===== config.mk =====
export PLATFORM = sky130hd
export DESIGN_NAME = c_crc_check_seq
export DESIGN_NICKNAME = d
export VERILOG_FILES = /design/src/rtl/c_crc_pkg.sv /design/src/rtl/c_crc_step.sv /design/src/rtl/c_crc_check_seq.sv
export SDC_FILE = /design/constraint.sdc
export NUM_CORES = 1
export LEC_CHECK = 0
export CORE_MARGIN = 10
export CORE_UTILIZATION = 44
export DETAILED_ROUTE_END_ITERATION = 10
export PLACE_DENSITY = 0.75
export SYNTH_ARGS = -nofsm -noshare
export SYNTH_HDL_FRONTEND = slang
export SYNTH_SLANG_ARGS = --single-unit

===== constraint.sdc =====
create_clock -name clk -period 1.8 [get_ports clk]
set_input_delay 0.36 -clock clk [delete_from_list [all_inputs] [get_ports clk]]
set_output_delay 0.36 -clock clk [all_outputs]
set_load 0.02 [all_outputs]

===== src/rtl/c_crc_pkg.sv =====
// Shared CRC definitions: FSM state type, CRC-16/CCITT defaults and the
// constant GF(2) step-matrix builder used by the combinational step transform.
package c_crc_pkg;

    typedef enum logic {IDLE, BUSY} crc_state_e;

    localparam logic [15:0] CRC_POLY_CCITT = 16'h1021;
    localparam logic [15:0] CRC_INIT_CCITT = 16'hFFFF;

    localparam int CRC_MAX_W  = 32;
    localparam int DATA_MAX_W = 64;

    // Row i = next crc bit i. Column j < CRC_MAX_W is crc bit j,
    // column CRC_MAX_W+k is data bit k.
    typedef logic [CRC_MAX_W-1:0][CRC_MAX_W+DATA_MAX_W-1:0] crc_mat_t;

    // The step is linear, so each column is the serial LFSR response to a
    // one-hot input. Data is shifted in from its highest index down.
    function automatic crc_mat_t crc_step_matrix(input logic [CRC_MAX_W-1:0] poly,
                                                 input int cw, input int dw);
        crc_mat_t m;
        logic [CRC_MAX_W-1:0]  c;
        logic [DATA_MAX_W-1:0] d;
        logic                  fb;
        m = '0;
        for (int j = 0; j < CRC_MAX_W + DATA_MAX_W; j++) begin
            c = '0;
            d = '0;
            if (j < cw)
                c[j] = 1'b1;
            else if (j >= CRC_MAX_W && (j - CRC_MAX_W) < dw)
                d[j - CRC_MAX_W] = 1'b1;
            for (int b = DATA_MAX_W - 1; b >= 0; b--) begin
                if (b < dw) begin
                    fb = c[cw-1] ^ d[b];
                    c  = {c[CRC_MAX_W-2:0], 1'b0};
                    if (fb)
                        c = c ^ poly;
                end
            end
            for (int i = 0; i < CRC_MAX_W; i++)
                m[i][j] = (i < cw) ? c[i] : 1'b0;
        end
        return m;
    endfunction

endpackage


===== src/rtl/c_crc_step.sv =====
// One-cycle CRC advance over a full data word, as a constant GF(2) matrix.
module c_crc_step
    import c_crc_pkg::*;
#(
    parameter int                   data_width = 8,
    parameter int                   crc_width  = 16,
    parameter logic [crc_width-1:0] crc_poly   = CRC_POLY_CCITT
) (
    input  logic [crc_width-1:0]  crc_cur,
    input  logic [data_width-1:0] data,
    output logic [crc_width-1:0]  crc_nxt
);

    localparam crc_mat_t STEP_M =
        crc_step_matrix(CRC_MAX_W'(crc_poly), crc_width, data_width);

    always_comb begin
        crc_nxt = '0;
        for (int i = 0; i < crc_width; i++) begin
            for (int j = 0; j < crc_width; j++)
                crc_nxt[i] = crc_nxt[i] ^ (STEP_M[i][j] & crc_cur[j]);
            for (int k = 0; k < data_width; k++)
                crc_nxt[i] = crc_nxt[i] ^ (STEP_M[i][CRC_MAX_W+k] & data[k]);
        end
    end

endmodule


===== src/rtl/c_crc_check_seq.sv =====
// Receive-side CRC checker for flit-serialized frames: folds each flit into a
// running CRC and reports pass/fail on the tail plus framing violations.
module c_crc_check_seq
    import c_crc_pkg::*;
#(
    parameter int                   data_width = 8,
    parameter int                   crc_width  = 16,
    parameter logic [crc_width-1:0] crc_poly   = CRC_POLY_CCITT,
    parameter logic [crc_width-1:0] crc_init   = CRC_INIT_CCITT,
    parameter int                   max_flits  = 64
) (
    input  logic                  clk,
    input  logic                  reset,
    input  logic                  flit_valid_in,
    input  logic                  flit_head_in,
    input  logic                  flit_tail_in,
    input  logic [data_width-1:0] flit_data_in,
    input  logic [crc_width-1:0]  crc_in,
    output logic                  busy_out,
    output logic                  done_out,
    output logic                  error_out,
    output logic                  frame_err_out,
    output logic [crc_width-1:0]  crc_out
);

    localparam int CNT_W = $clog2(max_flits + 1);
    localparam logic [CNT_W-1:0] CNT_LAST = CNT_W'(max_flits - 1);

    crc_state_e            state_q;
    logic [crc_width-1:0]  crc_q;
    logic [CNT_W-1:0]      cnt_q;
    logic [crc_width-1:0]  crc_base;
    logic [crc_width-1:0]  crc_nxt;

    // A head always restarts from the init value, even when abandoning a frame.
    assign crc_base = flit_head_in ? crc_init : crc_q;

    c_crc_step #(
        .data_width (data_width),
        .crc_width  (crc_width),
        .crc_poly   (crc_poly)
    ) u_step (
        .crc_cur (crc_base),
        .data    (flit_data_in),
        .crc_nxt (crc_nxt)
    );

    always_ff @(posedge clk) begin
        if (reset) begin
            state_q       <= IDLE;
            crc_q         <= crc_init;
            cnt_q         <= '0;
            done_out      <= 1'b0;
            error_out     <= 1'b0;
            frame_err_out <= 1'b0;
        end else begin
            done_out      <= 1'b0;
            error_out     <= 1'b0;
            frame_err_out <= 1'b0;
            if (flit_valid_in) begin
                if (flit_head_in) begin
                    if (state_q == BUSY)
                        frame_err_out <= 1'b1;
                    if (flit_tail_in) begin
                        crc_q     <= crc_nxt;
                        done_out  <= 1'b1;
                        error_out <= (crc_nxt != crc_in);
                        cnt_q     <= '0;
                        state_q   <= IDLE;
                    end else if (max_flits == 1) begin
                        frame_err_out <= 1'b1;
                        cnt_q         <= '0;
                        state_q       <= IDLE;
                    end else begin
                        crc_q   <= crc_nxt;
                        cnt_q   <= CNT_W'(1);
                        state_q <= BUSY;
                    end
                end else if (state_q == IDLE) begin
                    frame_err_out <= 1'b1;
                end else if (flit_tail_in) begin
                    crc_q     <= crc_nxt;
                    done_out  <= 1'b1;
                    error_out <= (crc_nxt != crc_in);
                    cnt_q     <= '0;
                    state_q   <= IDLE;
                end else if (cnt_q == CNT_LAST) begin
                    // No room left for a tail: drop the frame, keep the CRC.
                    frame_err_out <= 1'b1;
                    cnt_q         <= '0;
                    state_q       <= IDLE;
                end else begin
                    crc_q <= crc_nxt;
                    cnt_q <= cnt_q + CNT_W'(1);
                end
            end
        end
    end

    assign busy_out = (state_q == BUSY);
    assign crc_out  = crc_q;

endmodule


# Word level (Yosys, flattened, before mapping)
# Index checks and enable logic that the tools add are counted.
[word_totals] ff_bits=27 in_bits=29 output_inout_bits=20
[classes] addsub=1 n_eq_ne=3 n_mux=26 bitwise_logic=54 n_reduce_logical=4
[op_table] cell="16-bit two-way mux" n=5
[op_table] cell="1-bit bitwise XOR" n=53
[op_table] cell="7-bit two-way mux" n=4
[op_table] cell="1-bit two-way mux" n=17
[op_table] cell="16-bit != test" n=1
[op_table] cell="7-bit by 1-bit adder with 7-bit output (second input constant)" n=1
[op_table] cell="7-bit by 6-bit == test with 1-bit output (second input constant)" n=1
[op_table] cell="3-bit != test (second input constant)" n=1
[op_table] cell="3-bit AND reduction" n=1
[op_table] cell="2-bit AND reduction" n=1
[op_table] cell="2-bit nonzero test" n=1
[op_table] cell="2-bit OR reduction" n=1
[op_table] cell="1-bit NOT" n=1

# Depth between registers and ports, before layout
# Gate-level depths: netlist (run 1).
[depth] ltp_word=11 mapped_depth=8 depth_no_buf=7

# Cells and area by module
# From an unflattened synthesis (run 1), not the netlist that was laid out.
[hier_totals] cells_unflattened=189 area_unflattened_um2=1752.9
[by_module_without_submodules] module="c_crc_check_seq" n_inst=1 cells_per_inst=164 area_each_um2=1365.1 seq_area_each_um2=540.5
[by_module_without_submodules] module="c_crc_step" n_inst=1 cells_per_inst=25 area_each_um2=387.9 seq_area_each_um2=0.0

# Least setup slack after synthesis (run 1)
# Ideal clock, no wire load.
[synth_timing] path_type="reg-to-reg" startpoint="reg crc_q[12], in the netlist crc_out[12]" endpoint="reg error_out" setup_time_ps=140 t_arrival_ps=1684 required_time_ps=1660 slack_ps=-24 path_stages_with_launch=8 path_cell_list="dfxtp_1 > clkbuf_1 > xnor2_1 > nor2_1 > xnor2_1 > mux2i_1 > nor4_1 > a41oi_1"
[synth_via] elab_chain_cells=10 word_cells_on_any_way=20 cone_classes="eq/ne: 1; mux: 4; bitwise: 15"
[synth_rtl] element="start, declared" line="c_crc_check_seq.sv:30" source="logic [crc_width-1:0] crc_q;"
[synth_rtl] element="start signal, assigned" line="c_crc_check_seq.sv:51" source="crc_q <= crc_init;"
[synth_rtl] element="start signal, assigned" line="c_crc_check_seq.sv:65" source="crc_q <= crc_nxt;"
[synth_rtl] element="start signal, assigned" line="c_crc_check_seq.sv:75" source="crc_q <= crc_nxt;"
[synth_rtl] element="16-bit two-way mux *" line="c_crc_check_seq.sv:36" source="assign crc_base = flit_head_in ? crc_init : crc_q;"
[synth_rtl] element="1-bit bitwise XOR (2 in a row)" line="c_crc_step.sv:21" source="crc_nxt[i] = crc_nxt[i] ^ (STEP_M[i][j] & crc_cur[j]);"
[synth_rtl] element="1-bit bitwise XOR (3 in a row)" line="c_crc_step.sv:23" source="crc_nxt[i] = crc_nxt[i] ^ (STEP_M[i][CRC_MAX_W+k] & data[k]);"
[synth_rtl] element="16-bit != test *" line="c_crc_check_seq.sv:67, c_crc_check_seq.sv:84"
[synth_rtl] element="1-bit two-way mux *" line="c_crc_check_seq.sv:64, c_crc_check_seq.sv:81"
[synth_rtl] element="1-bit two-way mux" line="c_crc_check_seq.sv:79" source="end else if (state_q == IDLE) begin"
[synth_rtl] element="1-bit two-way mux *" line="c_crc_check_seq.sv:61" source="if (flit_head_in) begin"
[synth_rtl] element="end signal, assigned" line="c_crc_check_seq.sv:67" source="error_out <= (crc_nxt != crc_in);"
[synth_rtl] element="end signal, assigned" line="c_crc_check_seq.sv:84" source="error_out <= (crc_nxt != crc_in);"
[synth_rtl] element="end, declared" line="c_crc_check_seq.sv:21" source="output logic error_out,"
# Mark *: on every way between the ends. The rest lies on a longest branch, timed or not.
# A chain may end at the register's enable or synchronous reset.

# Worst setup path in the final report (run 1)
[layout_timing] startpoint="reg crc_q[0], in the netlist crc_out[0]" endpoint="out crc_out[0]"
[layout_lines] element="end, declared" line="c_crc_check_seq.sv:23" source="output logic [crc_width-1:0] crc_out"
# No word-level cell between the ends.

==> results.md, run 1 <==
- Comb pwr share: 0.457
- Period utilization: 0.975
- Area occupied by multi-input gates: 1400 um^2
- Clk slew on worst S/H paths: 0.10 ns
- Max_slew headroom: 0.776
- CP peak stage delay: 0.66 ns
- Yosys top cell by area: dfxtp_1
- Filler cells: 330
- Warnings from Yosys: 0
- Levels on crit path: 1
- Die Ht: 86.2 um
- WP data arrival: 1.39 ns
- GRT Util Overall: 0.130
- LEAKAGE: 1.27 nW
- Per-cell routed wire length: 15.2 um
- IO Pins: 49
- Vias in the first global route: 1750
- CP Data Required Time: 1.44 ns
- RSZ-0062 raised after global routing: yes
- Synth Flop Type: dfxtp_1
- DRC Markers: 0
- Routed wire length: 5.46 mm
- ANT nets after route: 0
- Clock power frac: 0.192
- TritonCTS clock tree: yes
- Placed Cells: 345
- Distinct cell type count of the synthesized netlist: 47
- Final setup TNS: 0 ns
- GRT Residual Overflow: 0
- CP Capture Type: output pin
- Sw Pwr: 0.640 mW
- Placed Instance Area: 2700 um^2
- Largest cells by area after synthesis: dfxtp_1 28%, xnor2_1 15%, nor2_1 7.0%
- Post-Synthesis Cells: 223
- GR peak layer: met2
- CORE AREA: 4290 um^2
- Drt initial violations: 109
- Initial antenna violation count: 0
- Critical Path Fanout Max: 6
- CP Cell Sequence: clkdlybuf4s50_1
- Cell area after layout: 2960 um^2
- CTS root buf: clkbuf_8
- PD cells: 652 nW/um^2
- Dpl hpwl: 3.78 mm
- Largest delay share family, worst path: buffers and inverters
- Setup Skew: 0.00387 ns
- Gpl congestion: 0.857
- Max-Cap Viols: 0
- Layout Nets: 339
- F_max: 570 MHz
- Switching Share: 0.332
- Register area: 547 um^2
- Clk sinks: 27
- Layout Cells excl Fill: 360
- Clock Tree Buf Depth: 2
- Buffers & Inverters on Critical Path: 1
- Global Route met1 Usage: 0.164
- Ys async rst share: 0
- Hold Fails Final Rpt: 0
- Final Util: 0.688
- Post-synthesis sequential area ratio: 0.281
- Clk_lat worst skew: 0.28 ns
- Mapped Area: 1930 um^2
- Slowest stage cell, crit path: clkdlybuf4s50_1
- GR Util met3: 0.0310
- Port Buffers: 48
- Row count: 24
- Initial Util: 0.449
- Worst hold-check path type: reg2reg
- Die area: 7430 um^2
- First-pass GRT wire length: 8.08 mm
- Synthesized Nets: 253
- Final Max Slew Viols: 0
- Startpoint Class: register
- Setup Crit Path Kind: reg2out
- Largest net degree at the start of global routing: 25
- Int Pwr: 1.29 mW
- Hold WS: 0.481 ns
- Share of power burned in registers: 0.351
- Mapped Avg Cell Area: 8.64 um^2
- Met2 Usage GRT: 0.218
- Layout cell share with drive strength beyond 1: 0.260
- Hold Buf Count CTS: 0
- TritonCTS Buffers: 3
- Flop and latch count out of synthesis: 27
- First-pass DRT Iterations: 4
- Outcome: finished, final reports clean
- Hold path depth: 2
- FF-to-FF path depth: 7
- Peak supply drop: 389 uV
- EDFF count, synth: 0
- Layout area overhead: 53.4%
- # diodes: 0
- Fraction of post-synthesis cell area in the top cell type by area: 0.281
- Final Setup Violations: 0
- Worst-margin pin slew: 0.332 ns
- Crit path time final: 1.75 ns
- Routed vias/inst: 5.15
- Die Wd: 86.2 um
- Max H-tree Level: 1
- Via count: 1853
==> metal layers <==
| metal | vias up | part of all wire |
|---|---|---|
| li1 | 931 | - |
| met3 | 5 | 0.064 |
| met5 | - | 0 |
| met2 | 56 | 0.50 |
| met1 | 861 | 0.43 |
| met4 | 0 | 0.0077 |
==> worst register-to-register path, stage by stage (launching register included) <==
cell,delay [ns]
dfxtp_2,0.37
xnor2_2,0.16
nor2_2,0.18
buf_4,0.13
nor3_1,0.04
a2111o_1,0.40
nor4_2,0.21
a41oi_1,0.14
==> cells in the final DEF, fill, tap and decap left out, types with 3 or more instances in the layout <==
cell             Yosys  final
a211o_1             15     15
clkdlybuf4s50_1      0     37
nand2_1             10     10
buf_4                1     43
dlymetal6s2s_1       0      4
xnor2_1             34     28
nor2_1              36     35
nand3_1              4      3
xor2_1              13     12
dfxtp_1             27     22
xnor3_1              4      4
xnor2_2              2      7
a21oi_1              9      9
mux2i_1              4      4
nor2b_1              5      5
nand2b_1             3      3
o21ai_0              8      5
dfxtp_2              0      5
inv_1                4      4
dlygate4sd2_1        0      7
clkbuf_8             0      3
==> cells by family after synthesis <==
family / count (synthesis) / synth area share
AND/OR/NAND/NOR: 73 / 0.181
XOR/XNOR: 55 / 0.298
AO/OA/AOI/OAI: 45 / 0.168
flip-flops: 27 / 0.281
buffers and inverters: 18 / 0.0448
multiplexers: 4 / 0.0208
adder cells (fa/ha/maj): 1 / 0.00649
==> state kept, by name, indices dropped and copies added (netlist names) <==
| register | flops |
|---|---|
| frame_err_out | 1 |
| error_out | 1 |
| done_out | 1 |
| crc_out | 16 |
| cnt_q | 7 |
| busy_out | 1 |
==> power groups by stage <==
stage          logic (mW)  clock network (mW)  registers (mW)
6_report            0.881               0.370           0.676
5_1_grt             0.947               0.392           0.681
4_1_cts             0.828               0.366           0.673
3_5_place_dp        0.787                   0           0.688
3_3_place_gp        0.779                   0           0.686
2_1_floorplan       0.444                   0           0.726
==> final cells by class <==
type,instances,area share
timing repair buffer,95,0.298
multi-input combinational,178,0.475
inverter,4,0.00508
clock buffer,4,0.0152
sequential,27,0.185
tap,52,0.0220
==> Yosys cell counts (all sizes together) (2+ instances only) <==
master and count:
nor2 37, xnor2 36, dfxtp 27, a211o 16, xor2 14, nand2 10
a21oi 9, buf 8, o21ai 8, clkbuf 6, nor2b 5, xnor3 5
inv 4, mux2i 4, nand3 4, nand2b 3, nor3 3, and2 2
nor3b 2, nor4 2, o21a 2, o22ai 2, or2 2
==> what timing repair did <==
item                                    in CTS  in global routing
buffers inserted                             7                  3
endpoints found under the setup margin      12                 18
cloned                                       0                  1
resized for setup                           13                 22
pin swaps                                   11                 12
==> path summary, 6_finish.rpt <==
kind                     from    endpoint  slack (ns)
setup / recovery   crc_out[0]  crc_out[0]        0.05
hold / removal       cnt_q[1]    cnt_q[1]        0.48
setup reg to reg  crc_out[13]   error_out        0.05
hold reg to reg      cnt_q[1]    cnt_q[1]        0.48
==> per-stage QoR <==
step	setup WS, ns	power (mW)
global route	-0.0203	2.02
floorplan	0.0299	1.17
global placement	-0.379	1.47
finish	0.0451	1.93
CTS	0.00102	1.87
detailed placement	-0.476	1.47
Note: power is estimated with default switching activity, not from simulation.
==> inputs of run 2 (changes only) <==
--- a/config.mk
+++ b/config.mk
@@ -6,9 +6,9 @@
 export NUM_CORES = 1
 export LEC_CHECK = 0
 export CORE_MARGIN = 10
-export CORE_UTILIZATION = 44
+export CORE_UTILIZATION = 35
 export DETAILED_ROUTE_END_ITERATION = 10
-export PLACE_DENSITY = 0.75
+export PLACE_DENSITY = 0.59
 export SYNTH_ARGS = -nofsm -noshare
 export SYNTH_HDL_FRONTEND = slang
 export SYNTH_SLANG_ARGS = --single-unit
==> constraint.sdc (replaced) <==
create_clock -name clk -period 2.1 [get_ports clk]
set_input_delay 0.42 -clock clk [delete_from_list [all_inputs] [get_ports clk]]
set_output_delay 0.42 -clock clk [all_outputs]
set_load 0.02 [all_outputs]
==> run 2 against run 1 <==
  * Cell count fell by 0.28%
  * Critical path depth is 6 higher
  * Critical path type is now in2reg
  * Clock-buffer cell count decreased by 1
  * Non-clock buffer count shrank 19
  * Sequential power down 13%
  * Die area increased by 19%
  * Largest cell class unchanged
  * Total power is 19% lower
  * Combinational power shrank 25%
  * Via count fell by 8.1%
  * Critical endpoint is now error_out
  * First-iteration DRC count shrank 37%
==> results.md, run 2 (synthesized netlist as in run 1, its figures left out) <==
- Outcome: finished, final reports clean
- Initial Util: 0.368 (-0.0808)
- Most common cell after layout, fill and taps aside: clkdlybuf4s50_1
- Setup Crit Path Kind: in2reg
- Clk slew on worst S/H paths: 0.10 ns (about the same)
- Startpoint Class: primary input
- Worst Setup EP: error_out
- Final Max Slew Viols: 0 (unchanged)
- Max_slew headroom: 0.718 (-0.0580)
- CP Data Required Time: 2.25 ns (+0.81 ns)
- Clk sinks: 27 (unchanged)
- Gpl congestion: 0.825 (-3.6%)
- ANT nets after route: 0 (unchanged)
- Routed wire length: 4.80 mm (-12%)
- TritonCTS Buffers: 3 (unchanged)
- GRT Util Overall: 0.106 (-0.0241)
- Max FFs per register: 16 (unchanged)
- TritonCTS clock tree: yes
- Largest net degree at the start of global routing: 33 (+32%)
- Crit path time final: 2.02 ns
- GRT Residual Overflow: 0 (unchanged)
- Highest-count cells in the layout ignoring fill and taps: 46 x clkdlybuf4s50_1, 36 x nor2_1, 34 x xnor2_1
- Filler cells: 523 (+58%)
- Clock Tree Buf Depth: 2 (unchanged)
- Worst reg2reg startpoint: crc_out[13]
- First-pass GRT wire length: 7.79 mm (-3.6%)
- IO Pins: 49 (unchanged)
- Peak supply drop: 336 uV (-14%)
- F_max: 494 MHz
- Final Setup Violations: 0 (unchanged)
- Hold Fails Final Rpt: 0 (unchanged)
- # diodes: 0 (unchanged)
- CP Capture Type: register
- Area occupied by multi-input gates: 1320 um^2 (-5.9%)
- First-pass DRT Iterations: 4 (unchanged)
- Max H-tree Level: 1 (unchanged)
- DRC Markers: 0 (unchanged)
- Row count: 26 (+8.3%)
- Register area: 541 um^2 (-1.1%)
- Per-cell routed wire length: 13.4 um (-12%)
- Place WS: -0.262 ns (+0.214 ns)
- FF-to-FF path depth: 6 (-1)
- Reg-to-reg slack, setup: 0.16 ns (+0.11 ns)
- Setup Skew: 0.00237 ns (-0.00149 ns)
- Worst hold-check path type: reg2reg
- Routed vias/inst: 4.74 (-7.9%)
- Period utilization: 0.963
- PD cells: 572 nW/um^2 (-12%)
- CTS root buf: clkbuf_8
- Via count: 1702 (-8.1%)
- Initial antenna violation count: 0 (unchanged)
- Final Worst Setup Slack: 0.0776 ns (+0.0325 ns)
- Hold Buf Count CTS: 0 (unchanged)
- Drt initial violations: 69 (-37%)
- Die Wd: 94.2 um (+9.3%)
- LEAKAGE: 1.13 nW (-11%)
- Port Buffers: 48 (unchanged)
- Hold path depth: 2 (unchanged)
- Dpl hpwl: 3.77 mm (-0.33%)
- Die Ht: 94.2 um (+9.3%)
- Vias in the first global route: 1624 (-7.2%)
- Layout cell share with drive strength beyond 1: 0.149 (-0.111)
- Clk_lat worst skew: 0.27 ns (about the same)
- WP data arrival: 2.17 ns (+0.78 ns)
- Max-Cap Viols: 0 (unchanged)
- Layout Nets: 320 (-5.6%)
- Worst-margin pin slew: 0.420 ns (+0.0875 ns)
- Overall Power: 1.56 mW (-19%)
- Worst flop-to-flop path endpoint: error_out
- Setup crit start: flit_head_in
- Critical Path Fanout Max: 14 (+8)
- Layout area overhead: 41.9%
- Die area: 8870 um^2 (+19%)
- CORE AREA: 5240 um^2 (+22%)
==> run 2: stage by stage <==
| stage | TNS (ns) | cells | util | hold WS (ns) | instance area [um^2] |
|---|---|---|---|---|---|
| after global placement | -1.77 | 353 | 0.505 | 0.463 | 2640 |
| after detailed placement | -2.18 | 353 | 0.505 | 0.469 | 2640 |
| after floorplan | 0 | 223 | - | 0.449 | 1930 |
| final | 0 | 359 | 0.522 | 0.483 | 2730 |
| after CTS | 0 | 357 | 0.514 | 0.486 | 2690 |
| after global routing | -0.0437 | 359 | 0.522 | 0.507 | 2730 |
==> run 2: cell type report <==
type | instances | share of cell area
Multi-Input combinational cell | 178 | 0.483
Timing Repair Buffer | 76 | 0.264
Sequential cell | 27 | 0.198
Tap cell | 70 | 0.0320
Clock buffer | 3 | 0.0151
Inverter | 4 | 0.00549
Clock inverter | 1 | 0.00320
==> run 2: report_power, final <==
part	internal, mW	switching (mW)	leakage (nW)
Combinational	0.368	0.289	0.879
Clock	0.139	0.182	0.0261
Sequential	0.544	0.0414	0.222
Total	1.05	0.512	1.13
==> run 2: what timing repair did <==
| item | CTS | global route |
|---|---|---|
| gates resized for setup | 0 | 5 |
| hold endpoints to repair | 0 | 0 |
| setup buffers | 0 | 2 |
| endpoints found under the setup margin | 0 | 1 |
==> run 2: worst min path at each step <==
| stage | startpoint | to | slack, ns |
|---|---|---|---|
| after floorplan | cnt_q[1] | cnt_q[1] | 0.45 |
| after global placement | cnt_q[1] | cnt_q[1] | 0.46 |
| after detailed placement | cnt_q[6] | cnt_q[6] | 0.47 |
| after CTS | cnt_q[6] | cnt_q[6] | 0.49 |
| after global routing | cnt_q[6] | cnt_q[6] | 0.51 |
| final | cnt_q[1] | cnt_q[1] | 0.48 |
==> run 2: critical path, stage by stage <==
cell and delay, ns:
clkdlybuf4s50_1 0.50, buf_12 0.15, nor2_2 0.06, xor2_2 0.21
a2111o_1 0.44, nor4_2 0.26, a41oi_1 0.12
==> run 2: routing by layer <==
layer	track usage	routed length [um]
met2	0.163	2130
met4	0.0190	21
met3	0.0320	317
met1	0.143	2330
met5	0	0
